### config.mk
export PLATFORM = sky130hd
export DESIGN_NAME = sb_tx_arbiter
export DESIGN_NICKNAME = d
export VERILOG_FILES = /design/src/rtl/sb_tx_arbiter.sv
export SDC_FILE = /design/constraint.sdc
export NUM_CORES = 1
export LEC_CHECK = 0
export BUFFER_PORTS_ARGS = -buffer_cell sky130_fd_sc_hd__clkbuf_2
export CAP_MARGIN = 20
export CORE_AREA = 8 8 127 129
export CTS_CLUSTER_SIZE = 10
export DETAILED_ROUTE_END_ITERATION = 8
export DIE_AREA = 0 0 135 137
export PLACE_DENSITY = 0.76
export SYNTH_ARGS = -nofsm -noshare
export SYNTH_HDL_FRONTEND = slang
export SYNTH_SLANG_ARGS = --single-unit
### constraint.sdc
create_clock -name clk_100MHz -period 3.6 [get_ports clk_100MHz]
set_input_delay 0.36 -clock clk_100MHz [delete_from_list [all_inputs] [get_ports clk_100MHz]]
set_output_delay 0.36 -clock clk_100MHz [all_outputs]
set_load 0.02 [all_outputs]
### src/rtl/sb_tx_arbiter.sv
// Round-robin arbiter sharing one sideband transmitter among NUM_REQ message sources.
// Spaces messages by an inter-message gap and bounds the wait for ack with a timeout.
module sb_tx_arbiter #(
  parameter  int NUM_REQ        = 4,
  parameter  int GAP_CYCLES     = 4,
  parameter  int TIMEOUT_CYCLES = 1024,
  localparam int ID_W           = $clog2(NUM_REQ)
) (
  input  logic                  clk_100MHz,
  input  logic                  reset,
  input  logic                  enable_i,
  input  logic [NUM_REQ-1:0]    req_valid_i,
  input  logic [NUM_REQ*64-1:0] req_data_i,
  output logic [NUM_REQ-1:0]    req_ready_o,
  output logic [63:0]           sb_data_o,
  output logic                  sb_valid_o,
  output logic                  sb_enable_o,
  input  logic                  sb_ack_i,
  output logic [ID_W-1:0]       grant_id_o,
  output logic                  busy_o,
  output logic                  timeout_o
);

  localparam int TO_W  = $clog2(TIMEOUT_CYCLES);
  localparam int GAP_W = $clog2(GAP_CYCLES + 1);
  localparam logic [TO_W-1:0]  TO_MAX  = TO_W'(TIMEOUT_CYCLES - 1);
  localparam logic [GAP_W-1:0] GAP_MAX = GAP_W'(GAP_CYCLES - 1);
  localparam logic [ID_W-1:0]  ID_LAST = ID_W'(NUM_REQ - 1);

  typedef enum logic [1:0] {
    IDLE    = 2'd0,
    SEND    = 2'd1,
    ACK_LOW = 2'd2,
    GAP     = 2'd3
  } state_e;

  state_e              state_q, state_d;
  logic [1:0]          ack_sync_q;
  logic                ack_s;
  logic                enable_q;
  logic                enable_fall_s;
  logic [ID_W-1:0]     ptr_q, ptr_d;
  logic [ID_W-1:0]     grant_q, grant_d;
  logic [ID_W-1:0]     ptr_inc_s;
  logic [63:0]         data_q, data_d;
  logic                valid_q, valid_d;
  logic [NUM_REQ-1:0]  ready_q, ready_d;
  logic                busy_q;
  logic                timeout_q, timeout_d;
  logic [TO_W-1:0]     to_cnt_q, to_cnt_d;
  logic [GAP_W-1:0]    gap_cnt_q, gap_cnt_d;
  logic [63:0]         req_data_s [NUM_REQ];
  logic                pick_found_s;
  logic [ID_W-1:0]     pick_idx_s;

  // First valid requester at or after the round-robin pointer, modulo NUM_REQ.
  function automatic logic [ID_W:0] rr_pick(input logic [NUM_REQ-1:0] valid,
                                            input logic [ID_W-1:0]    ptr);
    logic            found;
    logic [ID_W-1:0] idx;
    logic [ID_W-1:0] sel;
    found = 1'b0;
    sel   = '0;
    for (int i = 0; i < NUM_REQ; i++) begin
      idx = ID_W'((int'(ptr) + i) % NUM_REQ);
      if (!found && valid[idx]) begin
        found = 1'b1;
        sel   = idx;
      end else begin
        found = found;
      end
    end
    return {found, sel};
  endfunction

  // sb_ack_i comes from the 800MHz SB_TX domain; only the synchronized copy is used.
  always_ff @(posedge clk_100MHz or posedge reset) begin
    if (reset) begin
      ack_sync_q <= 2'b00;
    end else begin
      ack_sync_q <= {ack_sync_q[0], sb_ack_i};
    end
  end

  assign ack_s         = ack_sync_q[1];
  assign enable_fall_s = enable_q & ~enable_i;
  assign ptr_inc_s     = (grant_q == ID_LAST) ? {ID_W{1'b0}} : grant_q + ID_W'(1);

  always_comb begin
    for (int i = 0; i < NUM_REQ; i++) begin
      req_data_s[i] = req_data_i[64*i +: 64];
    end
  end

  always_comb begin
    {pick_found_s, pick_idx_s} = rr_pick(req_valid_i, ptr_q);
  end

  // Next-state and output logic; disabling aborts any transfer without a ready pulse.
  always_comb begin
    state_d   = state_q;
    ptr_d     = ptr_q;
    grant_d   = grant_q;
    data_d    = data_q;
    valid_d   = valid_q;
    ready_d   = {NUM_REQ{1'b0}};
    to_cnt_d  = to_cnt_q;
    gap_cnt_d = gap_cnt_q;
    if (enable_fall_s) begin
      timeout_d = 1'b0;
    end else begin
      timeout_d = timeout_q;
    end

    if (!enable_i && (state_q != IDLE)) begin
      state_d = IDLE;
      valid_d = 1'b0;
    end else begin
      case (state_q)
        IDLE: begin
          // A stale ack from an aborted transfer must drain before the next grant.
          if (enable_i && pick_found_s && !ack_s) begin
            grant_d  = pick_idx_s;
            data_d   = req_data_s[pick_idx_s];
            valid_d  = 1'b1;
            to_cnt_d = {TO_W{1'b0}};
            state_d  = SEND;
          end else begin
            state_d = IDLE;
          end
        end
        SEND: begin
          if (ack_s) begin
            valid_d          = 1'b0;
            ready_d[grant_q] = 1'b1;
            ptr_d            = ptr_inc_s;
            state_d          = ACK_LOW;
          end else if (to_cnt_q == TO_MAX) begin
            valid_d   = 1'b0;
            timeout_d = 1'b1;
            ptr_d     = ptr_inc_s;
            state_d   = ACK_LOW;
          end else begin
            to_cnt_d = to_cnt_q + TO_W'(1);
          end
        end
        ACK_LOW: begin
          if (!ack_s) begin
            gap_cnt_d = {GAP_W{1'b0}};
            state_d   = GAP;
          end else begin
            state_d = ACK_LOW;
          end
        end
        GAP: begin
          if (gap_cnt_q == GAP_MAX) begin
            state_d = IDLE;
          end else begin
            gap_cnt_d = gap_cnt_q + GAP_W'(1);
          end
        end
        default: begin
          state_d = IDLE;
          valid_d = 1'b0;
        end
      endcase
    end
  end

  // State, counters and registered outputs.
  always_ff @(posedge clk_100MHz or posedge reset) begin
    if (reset) begin
      state_q   <= IDLE;
      enable_q  <= 1'b0;
      ptr_q     <= {ID_W{1'b0}};
      grant_q   <= {ID_W{1'b0}};
      data_q    <= 64'h0;
      valid_q   <= 1'b0;
      ready_q   <= {NUM_REQ{1'b0}};
      busy_q    <= 1'b0;
      timeout_q <= 1'b0;
      to_cnt_q  <= {TO_W{1'b0}};
      gap_cnt_q <= {GAP_W{1'b0}};
    end else begin
      state_q   <= state_d;
      enable_q  <= enable_i;
      ptr_q     <= ptr_d;
      grant_q   <= grant_d;
      data_q    <= data_d;
      valid_q   <= valid_d;
      ready_q   <= ready_d;
      busy_q    <= (state_d != IDLE);
      timeout_q <= timeout_d;
      to_cnt_q  <= to_cnt_d;
      gap_cnt_q <= gap_cnt_d;
    end
  end

  assign req_ready_o = ready_q;
  assign sb_data_o   = data_q;
  assign sb_valid_o  = valid_q;
  assign sb_enable_o = enable_q;
  assign grant_id_o  = grant_q;
  assign busy_o      = busy_q;
  assign timeout_o   = timeout_q;

endmodule
# Yosys cells after proc, flatten, opt, wreduce, memory -nomap -nowiden
# Index checks and enable logic that the tools add are counted.
dict set report word_totals {
  register_bits 93
  in_bits 264
  output_inout_bits 74
  word_cells 117
}
dict set report classes {
  add_sub_neg 6
  magnitude_cmp 7
  eq_ne 13
  n_mux 51
  n_bitwise 4
  n_reduce_logical 24
}
# cell n
set op_table {}
lappend op_table {{binary-select mux 64 bit (select 2 bit)} 1}
lappend op_table {{2-to-1 mux 64 bit} 2}
lappend op_table {{2-to-1 mux 10 bit} 3}
lappend op_table {{2-to-1 mux 2 bit} 11}
lappend op_table {{2-to-1 mux 1 bit} 20}
lappend op_table {{case mux 10 bit (2 select lines)} 1}
lappend op_table {{less-than comparator 2 x 3 -> 1 bit (second input constant)} 5}
lappend op_table {{2-to-1 mux 4 bit} 3}
lappend op_table {{adder 10 x 1 -> 10 bit (second input constant)} 1}
lappend op_table {{equality test 10 bit (second input constant)} 1}
lappend op_table {{inequality test 2 bit (second input constant)} 5}
lappend op_table {{nonzero test 2 bit} 5}
lappend op_table {{AND reduction 3 bit} 3}
lappend op_table {{binary-select mux 1 bit (select 2 bit)} 4}
lappend op_table {{case mux 2 bit (4 select lines)} 1}
lappend op_table {{logical AND 1 bit} 7}
lappend op_table {{equality test 2 bit (second input constant)} 3}
lappend op_table {{2-to-1 mux 3 bit} 2}
lappend op_table {{case mux 3 bit (2 select lines)} 1}
lappend op_table {{zero test 1 bit} 5}
lappend op_table {{AND reduction 5 bit} 1}
lappend op_table {{adder 2 x 1 -> 2 bit (second input constant)} 2}
lappend op_table {{adder 2 bit (second input constant)} 2}
lappend op_table {{inequality test 4 bit (second input constant)} 1}
lappend op_table {{14 further kinds} 15}

# Depth between registers and ports, before layout
# Gate-level depths: netlist (run 1).
dict set report depth {
  ltp_word 18
  ltp_mapped 8
  mapped_depth_nobuf 6
}

# Worst setup path before layout (run 1)
# Ideal clock, no wire load.
dict set report synth_path {
  path_kind {register to register}
  startpoint {register to_cnt_q[0]}
  endpoint {register ptr_q[1]}
  setup_time_ns 0.125
  arrival_time_ns 1.620
  required_time_ns 3.475
  setup_slack_ns 1.855
  stages_incl_launch_ff 7
  path_buffers 0
  path_cell_list {dfrtp_1 ha_1 inv_1 nor3_1 nor2_1 nor2_1 mux2_2}
}
dict set report synth_via {
  elab_chain_len 3
}
# element line_no
set synth_lines {}
lappend synth_lines {{start: declaration} 50} ;# logic [TO_W-1:0] to_cnt_q, to_cnt_d;
lappend synth_lines {{start signal: assignment} 182} ;# to_cnt_q <= {TO_W{1'b0}};
lappend synth_lines {{start signal: assignment} 194} ;# to_cnt_q <= to_cnt_d;
lappend synth_lines {{equality test 10 bit} 138} ;# end else if (to_cnt_q == TO_MAX) begin
lappend synth_lines {{nonzero test 2 bit (no source line)} -}
lappend synth_lines {{AND reduction 3 bit (no source line)} -}
lappend synth_lines {{end signal: assignment} 175} ;# ptr_q <= {ID_W{1'b0}};
lappend synth_lines {{end signal: assignment} 187} ;# ptr_q <= ptr_d;
lappend synth_lines {{end: declaration} 42} ;# logic [ID_W-1:0] ptr_q, ptr_d;
# Every way passes these cells.
# A chain may end at the register's enable or synchronous reset.

# Worst setup path after layout (run 1)
# Same ends and word-level chain as after synthesis.

==> results.cfg, run 1 <==
[synthesis]
syn-mean-instance-area_um2 = 11.5
synth_edf_count = 0
synth_flop_cell = dfrtp_1
async_flop_share_pct = 100
yosys_warnings = 0
synth_seq_area_share_pct = 40.0
synth_cell_types = 48
syn-cell-area_mm2 = 0.00582
ys_seq_elements = 93
syn-num-nets = 778
syn_inst = 507

[placed_design]
routabilityCongestion = 0.812
dp_slack_ps = 1220
io_buffers = 337
dp_hpwl_um = 14800
placed_area_mm2 = 0.00749

[floorplan]
start_util_pct = 41.0
core.rowCount = 44
die_y_um = 137
num_io_pins = 338
core_mm2 = 0.0142
die_x_um = 135
design.die.area_mm2 = 0.0185

[detailed_routing]
drc_errors = 0
drt_iter0_drc = 208
drt_pass1_iterations = 4
wl_um = 18500
detail_route.wl_per_cell_um = 18.2
vias = 5204
viasPerCell = 5.14
drtAntennaViolNets = 0

[timing]
hold_viol_final = 0
fmax_ghz = 0.480
whs_ps = 118
post-route-min-period_ps = 2080
period_share_pct = 57.9
worst_pin_slew_ps = 722
finalWorstSetupSlack_ps = 1520
fin_skew_ps = 7.68
relSlewSlack_pct = 51.9
maxSlewViolCount = 0
setup_viol = 0
fin_setup_tns_ps = 0
rsz0062_at_grt = false

[global_route]
met1_usage_pct = 22.5
grt_pass1_vias = 5422
grt_pass1_wl_um = 28500
grt_usage_pct = 19.4
grt_overflow = 0
gr-usage-met2_pct = 33.8
grt_busiest_layer = met2
grt_max_degree = 66
grt_use_met3_pct = 6.61
antenna_found_initial = 0

[clock_network]
clock_sinks = 93
clock_path_buffers = 2
root_buffer = clkbuf_16
cts_tree = yes
cts_setup_buffers = 0
ctsHtreeMaxLevel = 3
clk_pin_slew_ps = 70
cts_resized = 0
hold_buffers = 0
insertion_delay_ps = 340
cts_buffers = 9

[critical_path]
worstPathArrival_ps = 2320
worstSetupPathType = reg -> reg
startpoint_type = flip-flop
ff2ff_setup_slack_ps = 1520
cpMostUsedCell = nor2_1
cp_max_fo = 5
crit_buf_inv = 1
crit_family = simple AND/OR/NAND/NOR gates
max_stage_delay_ps = 500
cp-end-kind = flip-flop
crit_required_ps = 3830
path_cells = ha_1, inv_1, nor3_1, nor2_1, nor2_1, mux2_2
crit_path_top_delay_cell = nor3_1

[finish]
layout-drive-gt1-share_pct = 50.8
fin_util_pct = 54.7
finalInstanceArea_mm2 = 0.00777
area_growth_pct = 33.5
nets = 1094
n_antenna_cell = 0

[power]
power.density_mw_per_mm2 = 676
vdd_ir_drop_max_mv = 0.419
p_leak_nw = 4.08

[worst_hold_path]
min_path_type = in -> reg

[run_status]
status = completed

[run]
cap_violations = 0
placed cells by master (no fill, tap or decap), types with 6 or more instances in the layout:
cell | synthesis | routed
clkbuf_16 | 0 | 9
ha_1 | 7 | 7
dfrtp_1 | 93 | 93
nand2_1 | 76 | 76
xor2_1 | 6 | 6
o221ai_1 | 15 | 15
nor2_1 | 18 | 18
clkbuf_2 | 0 | 337
o221ai_2 | 50 | 50
nand4_1 | 6 | 6
mux2i_1 | 129 | 129
inv_1 | 8 | 7
sequential cells by signal, indices dropped and copies added, names as in the netlist, 2 cells and up:
signal,cells
grant_id_o,2
to_cnt_q,10
ptr_q,2
gap_cnt_q,3
sb_data_o,64
state_q,2
req_ready_o,4
ack_sync_q,2
cells in the mapped netlist (4+ instances only):
library cell / instances / area share, %
a21oi_1: 4 / 0.34
and2_1: 4 / 0.43
buf_2: 10 / 0.86
buf_4: 5 / 0.64
buf_6: 22 / 4.3
dfrtp_1: 93 / 40
ha_1: 7 / 1.5
inv_1: 8 / 0.52
mux2i_1: 129 / 22
nand2_1: 76 / 4.9
nand3_1: 5 / 0.43
nand4_1: 6 / 0.64
nor2_1: 18 / 1.2
nor3_1: 4 / 0.34
o21ai_0: 5 / 0.43
o221ai_1: 15 / 2.3
o221ai_2: 50 / 13
xor2_1: 6 / 0.90
metrics by stage:
step	cells	total power [mW]
floorplan	507	3.65
global placement	996	4.37
detailed placement	996	4.41
CTS	1012	5.33
global route	1012	5.61
finish	1012	5.25
where the power goes:
part           leakage (nW)  switching (mW)  internal [mW]  total (mW)
combinational          2.76            1.60           1.09        2.69
sequential             1.18           0.245           1.43        1.68
clock                 0.136           0.419          0.471       0.890
total                  4.08            2.26           2.99        5.25
worst register-to-register path: stages (launching register included):
cell and delay [ps]:
dfrtp_1 410, ha_1 230, inv_1 70, nor3_1 500, nor2_1 160, nor2_1 240, mux2_2 360
logic make-up (layout without fill, tap and decap cells):
logic type | Yosys count | in the layout | share of synthesized area, %
multiplexers | 130 | 130 | 22.4
AND/OR/NAND/NOR | 129 | 129 | 10.2
flip-flops | 93 | 93 | 40.0
AO/OA/AOI/OAI | 91 | 91 | 18.2
buffers and inverters | 49 | 370 | 6.53
XOR/XNOR | 8 | 8 | 1.20
adder cells (fa/ha/maj) | 7 | 7 | 1.50
final timing paths:
path | to | cells after the start | start
worst max-delay path | ptr_q[1] | 6 | to_cnt_q[0]
worst min-delay path | ack_sync_q[0] | 1 | sb_ack_i
worst max register to register | ptr_q[1] | 6 | to_cnt_q[0]
worst min register to register | ack_sync_q[1] | 0 | ack_sync_q[0]
max in group asynchronous | sb_data_o[6] | 3 | reset
min in group asynchronous | sb_data_o[27] | 2 | reset
routing by layer:
metal,part of all wire (%),vias to the layer above
met2,51,212
met3,8.7,19
met1,39,2433
met5,0,-
met4,1.1,0
li1,-,2540
layout make-up:
| class | count | area, µm² |
|---|---|---|
| fillers | 1312 | 6430 |
| multi-input cells | 365 | 3120 |
| flip-flops and latches | 93 | 2330 |
| repair buffers | 345 | 1780 |
| well taps | 184 | 230 |
| clock buffers | 9 | 225 |
| clock inverters | 7 | 48.8 |
| inverters | 9 | 36.3 |
(Power assumes the default switching activity.)
==> inputs of run 2 (changes only) <==
==> constraint.sdc (replaced) <==
create_clock -name clk_100MHz -period 2 [get_ports clk_100MHz]
set_input_delay 0.2 -clock clk_100MHz [delete_from_list [all_inputs] [get_ports clk_100MHz]]
set_output_delay 0.2 -clock clk_100MHz [all_outputs]
set_load 0.02 [all_outputs]
==> results.cfg, run 2 (synthesis results as in run 1) <==
[timing]
relSlewSlack_pct = 71.9
maxSlewViolCount = 0
hold_viol_final = 0
fin_skew_ps = 7.65
setup_viol = 0
whs_ps = 148
rsz0062_at_grt = false
worst_pin_slew_ps = 421
post-route-min-period_ps = 1800
fin_setup_tns_ps = 0
finalWorstSetupSlack_ps = 204
period_share_pct = 89.8
fmax_ghz = 0.557

[placed_design]
placed_area_mm2 = 0.00775
dp_slack_ps = 166
routabilityCongestion = 0.816
io_buffers = 337
dp_hpwl_um = 15300

[detailed_routing]
vias = 5362
maxUsedRoutingLayer = met4
m1WireLength_um = 7520
drt_iter0_drc = 233
detail_route.wl_per_cell_um = 18.2
viasPerCell = 5.18
drtAntennaViolNets = 0
route.met2.wl_um = 9790
drt_pass1_iterations = 5
wl_um = 18800
drc_errors = 0
met3_length_um = 1310

[critical_path]
cp-end-kind = flip-flop
startpoint_type = flip-flop
cp_max_fo = 15
worstPathArrival_ps = 2040
crit_required_ps = 2250
worstSetupPathType = reg -> reg

[worst_hold_path]
min_path_type = in -> reg

[finish]
finalInstanceArea_mm2 = 0.00809
fin_util_pct = 56.9
area_growth_pct = 38.9
largest_reg_flops = 64
final_common_cell = clkbuf_2
nets = 1118
n_antenna_cell = 0
mostFrequentLayoutCells = clkbuf_2 (337), mux2i_1 (129), dfrtp_1 (93), nand2_1 (76), o221ai_2 (50)
layout-drive-gt1-share_pct = 52.1

[global_route]
grt_pass1_wl_um = 29200
grt_overflow = 0
grt_pass1_vias = 5729
grt_usage_pct = 19.6
grt_max_degree = 62
antenna_found_initial = 0

[power]
power.density_mw_per_mm2 = 1230
p_leak_nw = 4.25
vdd_ir_drop_max_mv = 0.613

[floorplan]
design.die.area_mm2 = 0.0185
core.rowCount = 44
core_mm2 = 0.0142
die_y_um = 137
die_x_um = 135
start_util_pct = 41.0
num_io_pins = 338

[clock_network]
clk_pin_slew_ps = 70
cts_buffers = 9
insertion_delay_ps = 340
ctsHtreeMaxLevel = 3
cts_tree = yes
cts_setup_buffers = 0
root_buffer = clkbuf_16
clock_path_buffers = 2
clock_sinks = 93

[run]
cap_violations = 0

[run_status]
status = completed
-- run 2: cell count changes in the layout (fill, tap and decap cells not counted), sizes merged --
cell | previous run | this run
buf | 8 | 30
inv | 11 | 12
bufinv | 0 | 1
dlygate4sd3 | 0 | 2
clkinv | 4 | 2
-- run 2: power breakdown --
| part | leakage [nW] | switching, mW | internal (mW) |
|---|---|---|---|
| clock network | 0.154 | 0.807 | 1.00 |
| logic | 2.91 | 2.95 | 2.16 |
| registers | 1.18 | 0.437 | 2.58 |
-- run 2: critical path: stages (launching register included) --
cell and delay [ps]:
dfrtp_1 470, nor2_1 250, and4_4 400, nand2_8 160, buf_4 210, o221ai_1 200
-- run 2: worst paths after layout --
kind,startpoint,end,slack (ps),cells past startpoint
hold reg to reg,ack_sync_q[0],ack_sync_q[1],370,0
max in group asynchronous,reset,sb_data_o[25],1120,4
min in group asynchronous,reset,sb_data_o[61],520,4
setup / recovery,state_q[1],sb_data_o[27],200,5
setup reg to reg,state_q[1],sb_data_o[27],200,5
hold / removal,req_data_i[41],sb_data_o[41],150,3
-- run 2: cell type report --
cell class                      count  area (µm²)
Clock buffer                        9         225
Clock inverter                      7        87.6
Fill cell                        1273        6120
Inverter                            9        37.5
Multi-Input combinational cell    365        3120
Sequential cell                    93        2330
Tap cell                          184         230
Timing Repair Buffer              369        2060
-- run 2: repair_timing --
action	4_1_cts	5_1_grt
setup endpoints to repair	0	1
hold buffers	2	0
hold endpoints to repair	67	0
gates resized for setup	0	1
-- run 2: per-stage QoR --
step	cells	power, mW
floorplan	507	6.57
global route	1036	10.5
global placement	1018	8.12
finish	1036	9.94
CTS	1036	10.1
detailed placement	1018	8.21
-- run 2: per-layer routing --
| layer | vias up | GRT usage (%) |
|---|---|---|
| li1 | 2585 | - |
| met1 | 2569 | 23.5 |
| met2 | 190 | 34.7 |
| met3 | 18 | 4.44 |
| met4 | 0 | 5.12 |
| met5 | - | 0 |
==> inputs of run 3 (changes only) <==
--- a/config.mk
+++ b/config.mk
@@ -7,10 +7,10 @@
 export LEC_CHECK = 0
 export BUFFER_PORTS_ARGS = -buffer_cell sky130_fd_sc_hd__clkbuf_2
 export CAP_MARGIN = 20
-export CORE_AREA = 8 8 127 129
+export CORE_AREA = 8 8 130 132
 export CTS_CLUSTER_SIZE = 10
 export DETAILED_ROUTE_END_ITERATION = 8
-export DIE_AREA = 0 0 135 137
+export DIE_AREA = 0 0 138 140
 export PLACE_DENSITY = 0.76
 export SYNTH_ARGS = -nofsm -noshare
 export SYNTH_HDL_FRONTEND = slang
==> constraint.sdc (replaced) <==
create_clock -name clk_100MHz -period 1.5 [get_ports clk_100MHz]
set_input_delay 0.15 -clock clk_100MHz [delete_from_list [all_inputs] [get_ports clk_100MHz]]
set_output_delay 0.15 -clock clk_100MHz [all_outputs]
set_load 0.02 [all_outputs]
==> results.cfg, run 3 (synthesis results as in run 1) <==
[clock_network]
root_buffer = clkbuf_16
cts_buffers = 9
clk_pin_slew_ps = 70
clock_sinks = 93
cts_tree = yes
ctsHtreeMaxLevel = 3
clock_path_buffers = 2
insertion_delay_ps = 340

[floorplan]
num_io_pins = 338
die_y_um = 140
core_mm2 = 0.0149
start_util_pct = 39.2
core.rowCount = 45
design.die.area_mm2 = 0.0193
die_x_um = 138

[global_route]
grt_overflow = 0
grt_usage_pct = 21.8
antenna_found_initial = 0
grt_pass1_vias = 6224
grt_max_degree = 34
grt_pass1_wl_um = 33900

[timing]
post-route-min-period_ps = 1690
finalWorstSetupSlack_ps = -191
worst_pin_slew_ps = 543
fmax_ghz = 0.591
fin_skew_ps = 13.6
setup_viol = 76
relSlewSlack_pct = 63.8
fin_setup_tns_ps = -9280
hold_viol_final = 0
maxSlewViolCount = 0
period_share_pct = 113
rsz0062_at_grt = true

[placed_design]
routabilityCongestion = 0.825
io_buffers = 337
dp_slack_ps = -219
dp_hpwl_um = 16500
placed_area_mm2 = 0.00819

[detailed_routing]
detail_route.wl_per_cell_um = 20.2
vias = 5850
drtAntennaViolNets = 0
drt_iter0_drc = 284
wl_um = 22400
drt_pass1_iterations = 4
viasPerCell = 5.27
drc_errors = 0

[critical_path]
worstPathArrival_ps = 1910
worstSetupPathType = reg -> reg
crit_path_top_delay_cell = dfrtp_1
startpoint_type = flip-flop
crit_family = compound AO/OA/AOI/OAI gates
cp-startpoint = ptr_q[0]
reg2regPathDepth = 7
cp_max_fo = 18
crit_required_ps = 1710
critical_path_depth = 7
max_stage_delay_ps = 410
path_cells = inv_2, a21oi_2, o32a_4, buf_12, buf_4, mux2i_1, o221ai_2
rr_endpoint = sb_data_o[21]
crit_buf_inv = 3
cp-end-kind = flip-flop
ff2ff_setup_slack_ps = -190
cp-endpoint = sb_data_o[21]
r2r_start = ptr_q[0]

[finish]
final_common_cell = clkbuf_2
largest_reg_flops = 64
layout-drive-gt1-share_pct = 65.5
mostFrequentLayoutCells = clkbuf_2 (337), dfrtp_1 (93), nand2_1 (74), mux2i_1 (73), buf_4 (60)
area_growth_pct = 61.8
finalInstanceArea_mm2 = 0.00942
n_antenna_cell = 0
nets = 1189

[power]
clock_power_share_pct = 16.3
swShare_pct = 40.8
p_switching_mw = 6.22
intPower_mw = 9.03
p_leak_nw = 4.70
power.density_mw_per_mm2 = 1620
vdd_ir_drop_max_mv = 0.858
power_frac_comb_pct = 57.2
p_seq_share_pct = 26.5

[run_status]
violations = setup timing
status = complete, but fails checks

[worst_hold_path]
min_path_type = in -> reg

[run]
cap_violations = 0
[run 3: tightest hold or removal path, cell delays in order]
cell and delay [ps]:
clkbuf_2 80, mux2i_1 70, o221ai_2 120
[run 3: how the worst min path moves through the flow]
stage                     from       endpoint  slack [ps]  depth (start not counted)
6_report       req_data_i[120]  sb_data_o[56]         100                          3
5_1_grt        req_data_i[120]  sb_data_o[56]         100                          3
3_3_place_gp             reset    to_cnt_q[8]         230                          2
4_1_cts         req_data_i[94]  sb_data_o[30]          90                          3
3_5_place_dp             reset    to_cnt_q[8]         220                          2
2_1_floorplan         sb_ack_i  ack_sync_q[0]         180                          0
[run 3: area by class of cell]
cell class / instances / area [µm²]
Clock inverter: 7 / 96.3
Sequential cell: 93 / 2330
Fill cell: 1208 / 5450
Multi-Input combinational cell: 366 / 3630
Timing Repair Buffer: 439 / 2870
Clock buffer: 9 / 225
Inverter: 9 / 37.5
Tap cell: 188 / 235
[run 3: what timing repair did]
item	4_1_cts	5_1_grt
resized for setup	63	73
setup endpoints to repair	81	86
gates cloned	7	2
pin swaps	12	12
hold buffers	2	0
endpoints found under the hold margin	19	0
setup buffers	11	2
[run 3: power by group through the flow]
stage	clock [mW]	combinational [mW]	sequential [mW]
global placement	0	7.20	4.01
detailed placement	0	7.32	4.05
floorplan	0	3.89	5.06
CTS	2.55	8.13	4.01
global route	2.67	9.24	4.13
finish	2.49	8.72	4.04
[run 3: per-stage QoR]
step | cells | hold slack (ps) | power (mW) | util [%]
after CTS | 1107 | 88.4 | 14.7 | 60.7
final | 1111 | 105 | 15.2 | 63.4
after floorplan | 507 | 181 | 8.95 | -
after global routing | 1111 | 97.1 | 16.0 | 63.4
after detailed placement | 1071 | 218 | 11.4 | 55.1
after global placement | 1071 | 231 | 11.2 | 55.1
[run 3: metal layers]
metal	vias up	global-route usage (%)	part of all wire [%]
met1	2862	24.6	38
met4	0	5.38	1.5
met5	-	0	0
met3	22	6.42	6.5
li1	2748	-	-
met2	218	39.2	54
